`src/rtl/mul_pkg.sv`:
```
// mul_pkg: shared definitions for the multiplier dispatch front-end.
//   LEN_DEFAULT      default operand/result width (must match the multiplier)
//   mul_disp_state_t dispatch FSM state encoding {IDLE, WAIT}
`timescale 1ns/1ps
package mul_pkg;

  localparam int LEN_DEFAULT = 16;

  typedef enum logic {
    IDLE = 1'b0,  // looking at the FIFO head, may issue
    WAIT = 1'b1   // one product in flight, waiting for MUL_DONE
  } mul_disp_state_t;

endpackage

```
`src/rtl/mul_dispatch_if.sv`:
```
// mul_dispatch_if: bundles the producer, consumer and multiplier signals of
// mul_dispatch.
//   IN_VALID/IN_READY/IN_A/IN_B  operand-pair producer channel
//   OUT_VALID/OUT_READY/OUT_Y    result consumer channel
//   MUL_START/MUL_A/MUL_B        issue to the multiplier
//   MUL_DONE/MUL_Y               completion from the multiplier
// Handshake: a transfer happens on a rising CLK edge where VALID and READY
// are both high. A source holds VALID and its data stable until the
// transfer; READY may be high or low independently of VALID.
// modport slave is the dispatcher's view, master is the environment's view.
`timescale 1ns/1ps
interface mul_dispatch_if #(
  parameter int LEN = mul_pkg::LEN_DEFAULT
);
  logic           IN_VALID;
  logic           IN_READY;
  logic [LEN-1:0] IN_A;
  logic [LEN-1:0] IN_B;
  logic           OUT_VALID;
  logic           OUT_READY;
  logic [LEN-1:0] OUT_Y;
  logic           MUL_START;
  logic [LEN-1:0] MUL_A;
  logic [LEN-1:0] MUL_B;
  logic           MUL_DONE;
  logic [LEN-1:0] MUL_Y;

  modport slave (
    input  IN_VALID, IN_A, IN_B, OUT_READY, MUL_DONE, MUL_Y,
    output IN_READY, OUT_VALID, OUT_Y, MUL_START, MUL_A, MUL_B
  );

  modport master (
    output IN_VALID, IN_A, IN_B, OUT_READY, MUL_DONE, MUL_Y,
    input  IN_READY, OUT_VALID, OUT_Y, MUL_START, MUL_A, MUL_B
  );
endinterface

```
`src/rtl/mul_dispatch_fifo.sv`:
```
// mul_dispatch_fifo: DEPTH x W synchronous FIFO, synchronous active-high reset.
//   clk, rst      clock / reset
//   push, din     write when push & !full
//   pop           read when pop & !empty
//   dout          head entry (registered storage, read combinationally)
//   full, empty   status flags
// DEPTH must be a power of two >= 2.
`timescale 1ns/1ps
module mul_dispatch_fifo #(
  parameter int W     = 32,
  parameter int DEPTH = 4
) (
  input  logic         clk,
  input  logic         rst,
  input  logic         push,
  input  logic [W-1:0] din,
  input  logic         pop,
  output logic [W-1:0] dout,
  output logic         full,
  output logic         empty
);
  localparam int AW = $clog2(DEPTH);

  logic [W-1:0] mem [DEPTH];
  // One extra pointer bit distinguishes full from empty.
  logic [AW:0]  wr_ptr;
  logic [AW:0]  rd_ptr;
  logic         wr_en;
  logic         rd_en;

  assign empty = (wr_ptr == rd_ptr);
  assign full  = (wr_ptr[AW] != rd_ptr[AW]) &&
                 (wr_ptr[AW-1:0] == rd_ptr[AW-1:0]);
  assign wr_en = push && !full;
  assign rd_en = pop && !empty;
  assign dout  = mem[rd_ptr[AW-1:0]];

  always_ff @(posedge clk) begin
    if (rst) begin
      wr_ptr <= '0;
      rd_ptr <= '0;
    end else begin
      if (wr_en) wr_ptr <= wr_ptr + 1'b1;
      if (rd_en) rd_ptr <= rd_ptr + 1'b1;
    end
  end

  // Storage needs no reset; the pointers define what is valid.
  always_ff @(posedge clk) begin
    if (wr_en) mem[wr_ptr[AW-1:0]] <= din;
  end
endmodule

```
`src/rtl/mul_dispatch.sv`:
```
// mul_dispatch: front-end for the sequential radix-digit multiplier.
// Buffers operand pairs, issues them one at a time with a single-cycle
// MUL_START, and captures the LEN-bit truncated product into a one-entry
// result register. Issuing the next pair overlaps with a result waiting
// for OUT_READY.
//   CLK, RST   clock, synchronous active-high reset
//   bus        mul_dispatch_if.slave (producer, consumer, multiplier)
//   dbg_state  current FSM state
// Optional build macro: MUL_DISPATCH_ZERO_BYPASS_EN -- a head pair with a
// zero operand is answered with 0 directly from IDLE without issuing it.
`timescale 1ns/1ps
module mul_dispatch
  import mul_pkg::*;
#(
  parameter int LEN   = LEN_DEFAULT,
  parameter int DEPTH = 4
) (
  input  logic            CLK,
  input  logic            RST,
  mul_dispatch_if.slave   bus,
  output mul_disp_state_t dbg_state
);
  mul_disp_state_t state;
  mul_disp_state_t state_nxt;

  logic [2*LEN-1:0] head;
  logic [LEN-1:0]   head_a;
  logic [LEN-1:0]   head_b;
  logic             full;
  logic             empty;
  logic             push;
  logic             pop;
  logic             slot_free;
  logic             capture;
  logic [LEN-1:0]   cap_y;
  logic             mul_start;
  logic             out_valid;
  logic [LEN-1:0]   out_y;

  assign push   = bus.IN_VALID && !full;
  assign head_a = head[2*LEN-1:LEN];
  assign head_b = head[LEN-1:0];

  mul_dispatch_fifo #(
    .W     (2*LEN),
    .DEPTH (DEPTH)
  ) u_fifo (
    .clk   (CLK),
    .rst   (RST),
    .push  (push),
    .din   ({bus.IN_A, bus.IN_B}),
    .pop   (pop),
    .dout  (head),
    .full  (full),
    .empty (empty)
  );

  // The result register can take a new value if it is empty or being
  // drained this very cycle.
  assign slot_free = !out_valid || bus.OUT_READY;

  always_comb begin
    state_nxt = state;
    mul_start = 1'b0;
    pop       = 1'b0;
    capture   = 1'b0;
    cap_y     = bus.MUL_Y;
    unique case (state)
      IDLE: begin
        // MUL_DONE is deliberately not looked at here: it may be left over
        // from the previous product.
        if (!empty) begin
`ifdef MUL_DISPATCH_ZERO_BYPASS_EN
          if ((head_a == '0) || (head_b == '0)) begin
            if (slot_free) begin
              pop     = 1'b1;
              capture = 1'b1;
              cap_y   = '0;
            end
          end else begin
            mul_start = 1'b1;
            pop       = 1'b1;
            state_nxt = WAIT;
          end
`else
          mul_start = 1'b1;
          pop       = 1'b1;
          state_nxt = WAIT;
`endif
        end
      end
      WAIT: begin
        // The multiplier holds Y once done, so waiting for a free slot is safe.
        if (bus.MUL_DONE && slot_free) begin
          capture   = 1'b1;
          state_nxt = IDLE;
        end
      end
      default: state_nxt = IDLE;
    endcase
  end

  always_ff @(posedge CLK) begin
    if (RST) begin
      state     <= IDLE;
      out_valid <= 1'b0;
      out_y     <= '0;
    end else begin
      state <= state_nxt;
      // A capture wins over a same-cycle drain, leaving the new value valid.
      if (capture) begin
        out_valid <= 1'b1;
        out_y     <= cap_y;
      end else if (bus.OUT_READY) begin
        out_valid <= 1'b0;
      end
    end
  end

  assign bus.IN_READY  = !full;
  assign bus.OUT_VALID = out_valid;
  assign bus.OUT_Y     = out_y;
  assign bus.MUL_START = mul_start;
  assign bus.MUL_A     = head_a;
  assign bus.MUL_B     = head_b;
  assign dbg_state     = state;
endmodule

```
`src/flat_wrapper.sv`:
```
// flat-port wrapper written by rule: the top's interface ports become plain ports
module mul_dispatch_flat import mul_pkg::*;
#(
  parameter int LEN   = LEN_DEFAULT,
  parameter int DEPTH = 4
)
  (CLK, RST, dbg_state, bus_IN_VALID, bus_IN_A, bus_IN_B, bus_OUT_READY, bus_MUL_DONE, bus_MUL_Y, bus_IN_READY, bus_OUT_VALID, bus_OUT_Y, bus_MUL_START, bus_MUL_A, bus_MUL_B);
  mul_dispatch_if #(.LEN(LEN)) bus_i ();
  input  logic CLK;
  input  logic RST;
  output mul_disp_state_t dbg_state;
  input wire logic [$bits(bus_i.IN_VALID)-1:0] bus_IN_VALID;
  input wire logic [$bits(bus_i.IN_A)-1:0] bus_IN_A;
  input wire logic [$bits(bus_i.IN_B)-1:0] bus_IN_B;
  input wire logic [$bits(bus_i.OUT_READY)-1:0] bus_OUT_READY;
  input wire logic [$bits(bus_i.MUL_DONE)-1:0] bus_MUL_DONE;
  input wire logic [$bits(bus_i.MUL_Y)-1:0] bus_MUL_Y;
  output wire logic [$bits(bus_i.IN_READY)-1:0] bus_IN_READY;
  output wire logic [$bits(bus_i.OUT_VALID)-1:0] bus_OUT_VALID;
  output wire logic [$bits(bus_i.OUT_Y)-1:0] bus_OUT_Y;
  output wire logic [$bits(bus_i.MUL_START)-1:0] bus_MUL_START;
  output wire logic [$bits(bus_i.MUL_A)-1:0] bus_MUL_A;
  output wire logic [$bits(bus_i.MUL_B)-1:0] bus_MUL_B;
  assign bus_i.IN_VALID = bus_IN_VALID;
  assign bus_i.IN_A = bus_IN_A;
  assign bus_i.IN_B = bus_IN_B;
  assign bus_i.OUT_READY = bus_OUT_READY;
  assign bus_i.MUL_DONE = bus_MUL_DONE;
  assign bus_i.MUL_Y = bus_MUL_Y;
  assign bus_IN_READY = bus_i.IN_READY;
  assign bus_OUT_VALID = bus_i.OUT_VALID;
  assign bus_OUT_Y = bus_i.OUT_Y;
  assign bus_MUL_START = bus_i.MUL_START;
  assign bus_MUL_A = bus_i.MUL_A;
  assign bus_MUL_B = bus_i.MUL_B;
  mul_dispatch #(.LEN(LEN), .DEPTH(DEPTH)) u_core (.CLK(CLK), .RST(RST), .bus(bus_i), .dbg_state(dbg_state));
endmodule
```
`config.mk`:
```
export PLATFORM = sky130hd
export DESIGN_NAME = mul_dispatch_flat
export DESIGN_NICKNAME = d
export VERILOG_FILES = /design/src/rtl/mul_pkg.sv /design/src/rtl/mul_dispatch_if.sv /design/src/rtl/mul_dispatch_fifo.sv /design/src/rtl/mul_dispatch.sv /design/src/flat_wrapper.sv
export SDC_FILE = /design/constraint.sdc
export NUM_CORES = 1
export LEC_CHECK = 0
export ABC_AREA = 1
export BUFFER_PORTS_ARGS = -buffer_cell sky130_fd_sc_hd__buf_4
export CORE_AREA = 5 5 114 196
export CTS_BUF_LIST = sky130_fd_sc_hd__clkbuf_16
export DETAILED_ROUTE_END_ITERATION = 16
export DIE_AREA = 0 0 119 201
export PLACE_DENSITY_LB_ADDON = 0.08
export SLEW_MARGIN = 20
export SYNTH_ARGS = -nofsm -noshare
export SYNTH_HDL_FRONTEND = slang
export SYNTH_HIERARCHICAL = 1
export SYNTH_SLANG_ARGS = --single-unit
```
`constraint.sdc`:
```
create_clock -name CLK -period 4.8 [get_ports CLK]
set_input_delay 1.2 -clock CLK [delete_from_list [all_inputs] [get_ports CLK]]
set_output_delay 1.2 -clock CLK [all_outputs]
set_load 0.05 [all_outputs]
```
# Word level (Yosys, flattened, before mapping)

Memories as Yosys holds them, arrays and structs flattened. A register that Yosys moved wholly into a read port is not among the register bits.
Index checks and enable logic that the tools add are counted.

Register bits after elaboration: 24
RAM bits: 128
Memories: 1
Output and inout port bits: 52

Equality and inequality tests: 3
Reduce and logical (&&, ||, !) cells: 10
$add $sub $neg: 2
Multiplexer cells: 12
Bitwise logic cells: 1

Memory list:

| name              | words | bits a word | rd ports | clocked after memory_dff | write ports | RTL line                | text |
|---|---|---|---|---|---|---|---|
| u_core.u_fifo.mem | 4     | 32          | 1        | 1                        | 1           | mul_dispatch_fifo.sv:24 | `logic [W-1:0] mem [DEPTH];` |

Operators with widths:

| operator                                                       | number |
|---|---|
| 1-bit two-way mux                                              | 9 |
| 3-bit by 1-bit adder with 3-bit output (second input constant) | 2 |
| 1-bit logical AND                                              | 5 |
| 2-bit two-way mux                                              | 2 |
| 3-bit == test                                                  | 1 |
| 1-bit logical NOT                                              | 3 |
| 2-bit == test                                                  | 1 |
| 1-bit one-hot mux with 2 select lines                          | 1 |
| 2-bit nonzero test                                             | 1 |
| 1-bit logical OR                                               | 1 |
| 1-bit != test                                                  | 1 |
| 1-bit inverter                                                 | 1 |

# Longest topological paths before layout

Depth after elaboration: 7
Depth in mapped cells: 11
Depth with buffers taken out: 11

# Hierarchy

The synthesis kept the hierarchy.

Modules (own cells, without submodules):

| module            | area each (um^2) | instances | cells each |
|---|---|---|---|
| mul_dispatch_fifo | 5230.0           | 1         | 385 |
| mul_dispatch      | 814.5            | 1         | 118 |

# Least setup slack after synthesis

No wires, ideal clock.

Path kind: input -> register
From: input bus_IN_VALID
To: memory u_core.u_fifo.mem[0][0], enable pin
Data arrival time: 2.944 ns
Required time: 4.379 ns
Cell stages on the path: 4
Buffers on the path: 0
Path slack: 1.435 ns
Path through: inv_1 -> nor2_1 -> nand2_1 -> nor2_1

Cells in the longest elaborated chain, start to end: 4

Ends and longest elaborated chain:

| what                                    | RTL line                | text |
|---|---|---|
| start, declared                         | flat_wrapper.sv:12      | `input wire logic [$bits(bus_i.IN_VALID)-1:0] bus_IN_VALID;` |
| 1-bit logical AND                       | mul_dispatch.sv:40      | `assign push = bus.IN_VALID && !full;` |
| named net u_core.push                   | mul_dispatch.sv:31      | `logic push;` |
| 1-bit logical AND                       | mul_dispatch_fifo.sv:34 | `assign wr_en = push && !full;` |
| 1-bit two-way mux                       | mul_dispatch_fifo.sv:50 | `if (wr_en) mem[wr_ptr[AW-1:0]] <= din;` |
| 1-bit two-way mux (not written as such) | mul_dispatch_fifo.sv:50 |  |
| end, declared                           | mul_dispatch_fifo.sv:24 |  |

The timed path passes the listed nets, and every way through them passes these cells.

==> impl_results.md <==
* Sequential element share of the synthesized area at ~72%
* Commonest non-fill, non-tap cell in the layout: edfxtp_1
* Die height at 201 um
* First-pass GRT wire length at 22700 um
* Placement row count at 70
* Ports at 105
* Finish-stage setup viols at 0
* Largest net degree at the start of global routing at 65
* IO Port Bufs at 104
* Max_cap viols at 0
* Layout area overhead at 26.3%
* Slew Limit Headroom at 32.0%
* Via count at 3996
* Unrepaired setup endpoints after global routing: no
* Most frequent cells in the layout: 128 x edfxtp_1, 106 x buf_4, 89 x nor2_1
* Clock Sinks at 154
* Worst-skew pair later-pin latency at 0.42 ns
* Main synth FF type: edfxtp_1
* Mapped Nets at 561
* Num CTS Buffers at 17
* Most used cell, CP: buf_4
* Worst Reg-to-Reg Cells at 8
* Hold Path Cell Cnt at 2
* Mapped Cells at around 500
* Min-Delay Path Class: flip-flop to flip-flop
* Post-synth ARST share at 0%
* Worst EP required at 3.60 ns
* Yosys reg bits at about 150
* Die Area at between 20000 and 25000 um^2
* Worst-case clock buffer depth at 2
* Max-slew violation count at 0
* Synth unique cells at 21
* Initial antenna violation count at 0
* Total gr overflow at 0
* Critical Path AT at 2.17 ns
* Crit end category: primary output
* Ys Warns at 6
* CP Depth at 5
* Leak Pwr at 2.93 nW
* Worst-Margin Slew at 1.02 ns
* Vias in the first global route at around 4200
* Layout cells sized above 1 at 23.7%
* Slowest stage delay, CP at 0.50 ns
* Detailed Route Iter0 Violations at 240
* Die W at approximately 120 um
* CTS tree: yes
* Post-DRT Antenna Nets at 0
* Routed WL at ~14000 um
* CP max-delay cell: inv_2
* Crit path max-delay family: buffers and inverters
* Worst-path fanout max at 33
* Final hold vios at 0
* Crit path buf inv count at 3
* WL per Instance at 16.3 um
* GP Congestion at 0.705
* Clock-pin slew on the worst setup and hold paths at roughly 0.060 ns
* Synthesized area at roughly 6000 um^2
* Placed cell area at 7020 um^2
* Setup TNS at 0 ns
* Number of synthesized flops with an enable pin at 128
* Nets at between 600 and 700
* Clk Tree Root Cell: clkbuf_16
* Tcrit/Tclk final at 70.3%
* CP Class: flip-flop to primary output
* Total Routing Usage GR at 12.3%
* Drt first pass iters at 5
* Maximum VDD drop at between 0.2 and 0.25 mV
* CP Cell Sequence: buf_4 -> inv_2 -> o21ai_0 -> o22ai_1 -> buf_4
* Design area at between 7000 and 8000 um^2
* Initial Util at between 20% and 30%
* Hold buffers post-CTS at 0
* Drt drc at 0
* P per Cell Area at between 600 and 700 nW/um^2
* Post-DP HPWL at 8830 um
* Core area at 20700 um^2
* Post_cts resized at 0
* Post-CTS Setup Bufs at 0
* Fmax at roughly 0.30 GHz
* Pwr Total at 4.89 mW
* Routed vias/inst at around 4.6
* Tmin final at ~3.4 ns
* Mean Syn Cell Area at about 12 um^2
* H-tree levels at 4
* Status: complete, no violations
* Worst Skew at a little under 0.009 ns
* CP Launch Type: flip-flop
[report_power, final]
part | leakage, nW | switching [mW] | total (mW) | internal [mW]
clock network | 0.285 | 0.497 | 1.29 | 0.798
registers | 1.39 | 0.0487 | 1.62 | 1.57
logic | 1.26 | 1.45 | 1.97 | 0.524
total | 2.93 | 2.00 | 4.89 | 2.89
[final timing paths]
path	startpoint	to	slack (ns)
worst max register to register	u_core/u_fifo/wr_ptr[0]$_SDFFE_PP0P_	u_core/u_fifo/mem[2][23]$_DFFE_PP_	2.07
worst min-delay path	u_core/bus.OUT_Y[14]$_SDFFE_PP0P_	u_core/bus.OUT_Y[14]$_SDFFE_PP0P_	0.48
worst max-delay path	flip-flop	bus_MUL_B[14]	1.43
worst min register to register	u_core/bus.OUT_Y[14]$_SDFFE_PP0P_	u_core/bus.OUT_Y[14]$_SDFFE_PP0P_	0.48
[worst reg2reg max path, cell delays in order (launching register included)]
cell and delay (ns):
dfxtp_1 0.44, inv_1 0.12, nand2_1 0.09, nand2_2 0.09
nand3_4 0.11, inv_1 0.07, nor2_1 0.30, nand2_1 0.26
nor2_4 0.82
[per-layer routing]
| layer | vias up | track usage (%) | part of all wire (%) |
|---|---|---|---|
| met5 | - | 0 | 0 |
| met2 | 109 | 21.6 | 53 |
| met3 | 13 | 4.60 | 6.6 |
| met4 | 0 | 4.89 | 1.6 |
| li1 | 1972 | - | - |
| met1 | 1902 | 13.2 | 39 |
[stage by stage]
stage | util, % | setup WS (ns) | hold slack (ns) | instances
2_1_floorplan | - | 1.43 | 0.516 | 503
3_3_place_gp | 33.9 | 1.62 | 0.470 | 835
3_5_place_dp | 33.9 | 1.58 | 0.471 | 835
4_1_cts | 36.7 | 1.38 | 0.486 | 867
5_1_grt | 36.9 | 1.30 | 0.530 | 869
6_report | 36.9 | 1.43 | 0.482 | 870
[cell type report]
type / count / area [um^2]
antenna: 1 / 2.50
clock buffer: 17 / 425
clock inverter: 15 / 141
fill: 2055 / 13000
inverter: 41 / 159
multi-input combinational: 282 / 1380
sequential: 154 / 4370
tap: 252 / 315
timing repair buffer: 108 / 843
[cells by family after synthesis]
family | share of synthesized area (%)
fa+ha+maj | 1.03
simple gates | 10.8
compound gates | 10.7
buf+inv | 5.32
flops | 72.2
[synth_stat cells, types with 4 or more instances]
cell type,number,area (um^2)
a21oi_1,24,120
buf_2,12,60.1
buf_4,5,37.5
buf_6,4,45.0
clkbuf_1,4,15.0
dfxtp_1,26,521
edfxtp_1,128,3840
ha_1,5,62.6
inv_1,36,135
nand2_1,36,135
nand2_2,4,25.0
nand3_1,22,110
nor2_1,92,345
o21ai_0,58,290
o21ai_1,7,35.0
o22ai_1,32,200
[sequential cells by signal, indices dropped and copies added, names as in the netlist, named ones only]
register / cells
u_core/u_fifo/wr_ptr: 3
u_core/dbg_state: 1
u_core/u_fifo/rd_ptr: 3
u_core/bus.OUT_VALID: 1
u_core/u_fifo/mem: 128
u_core/bus.OUT_Y: 16
(Power assumes the default switching activity.)
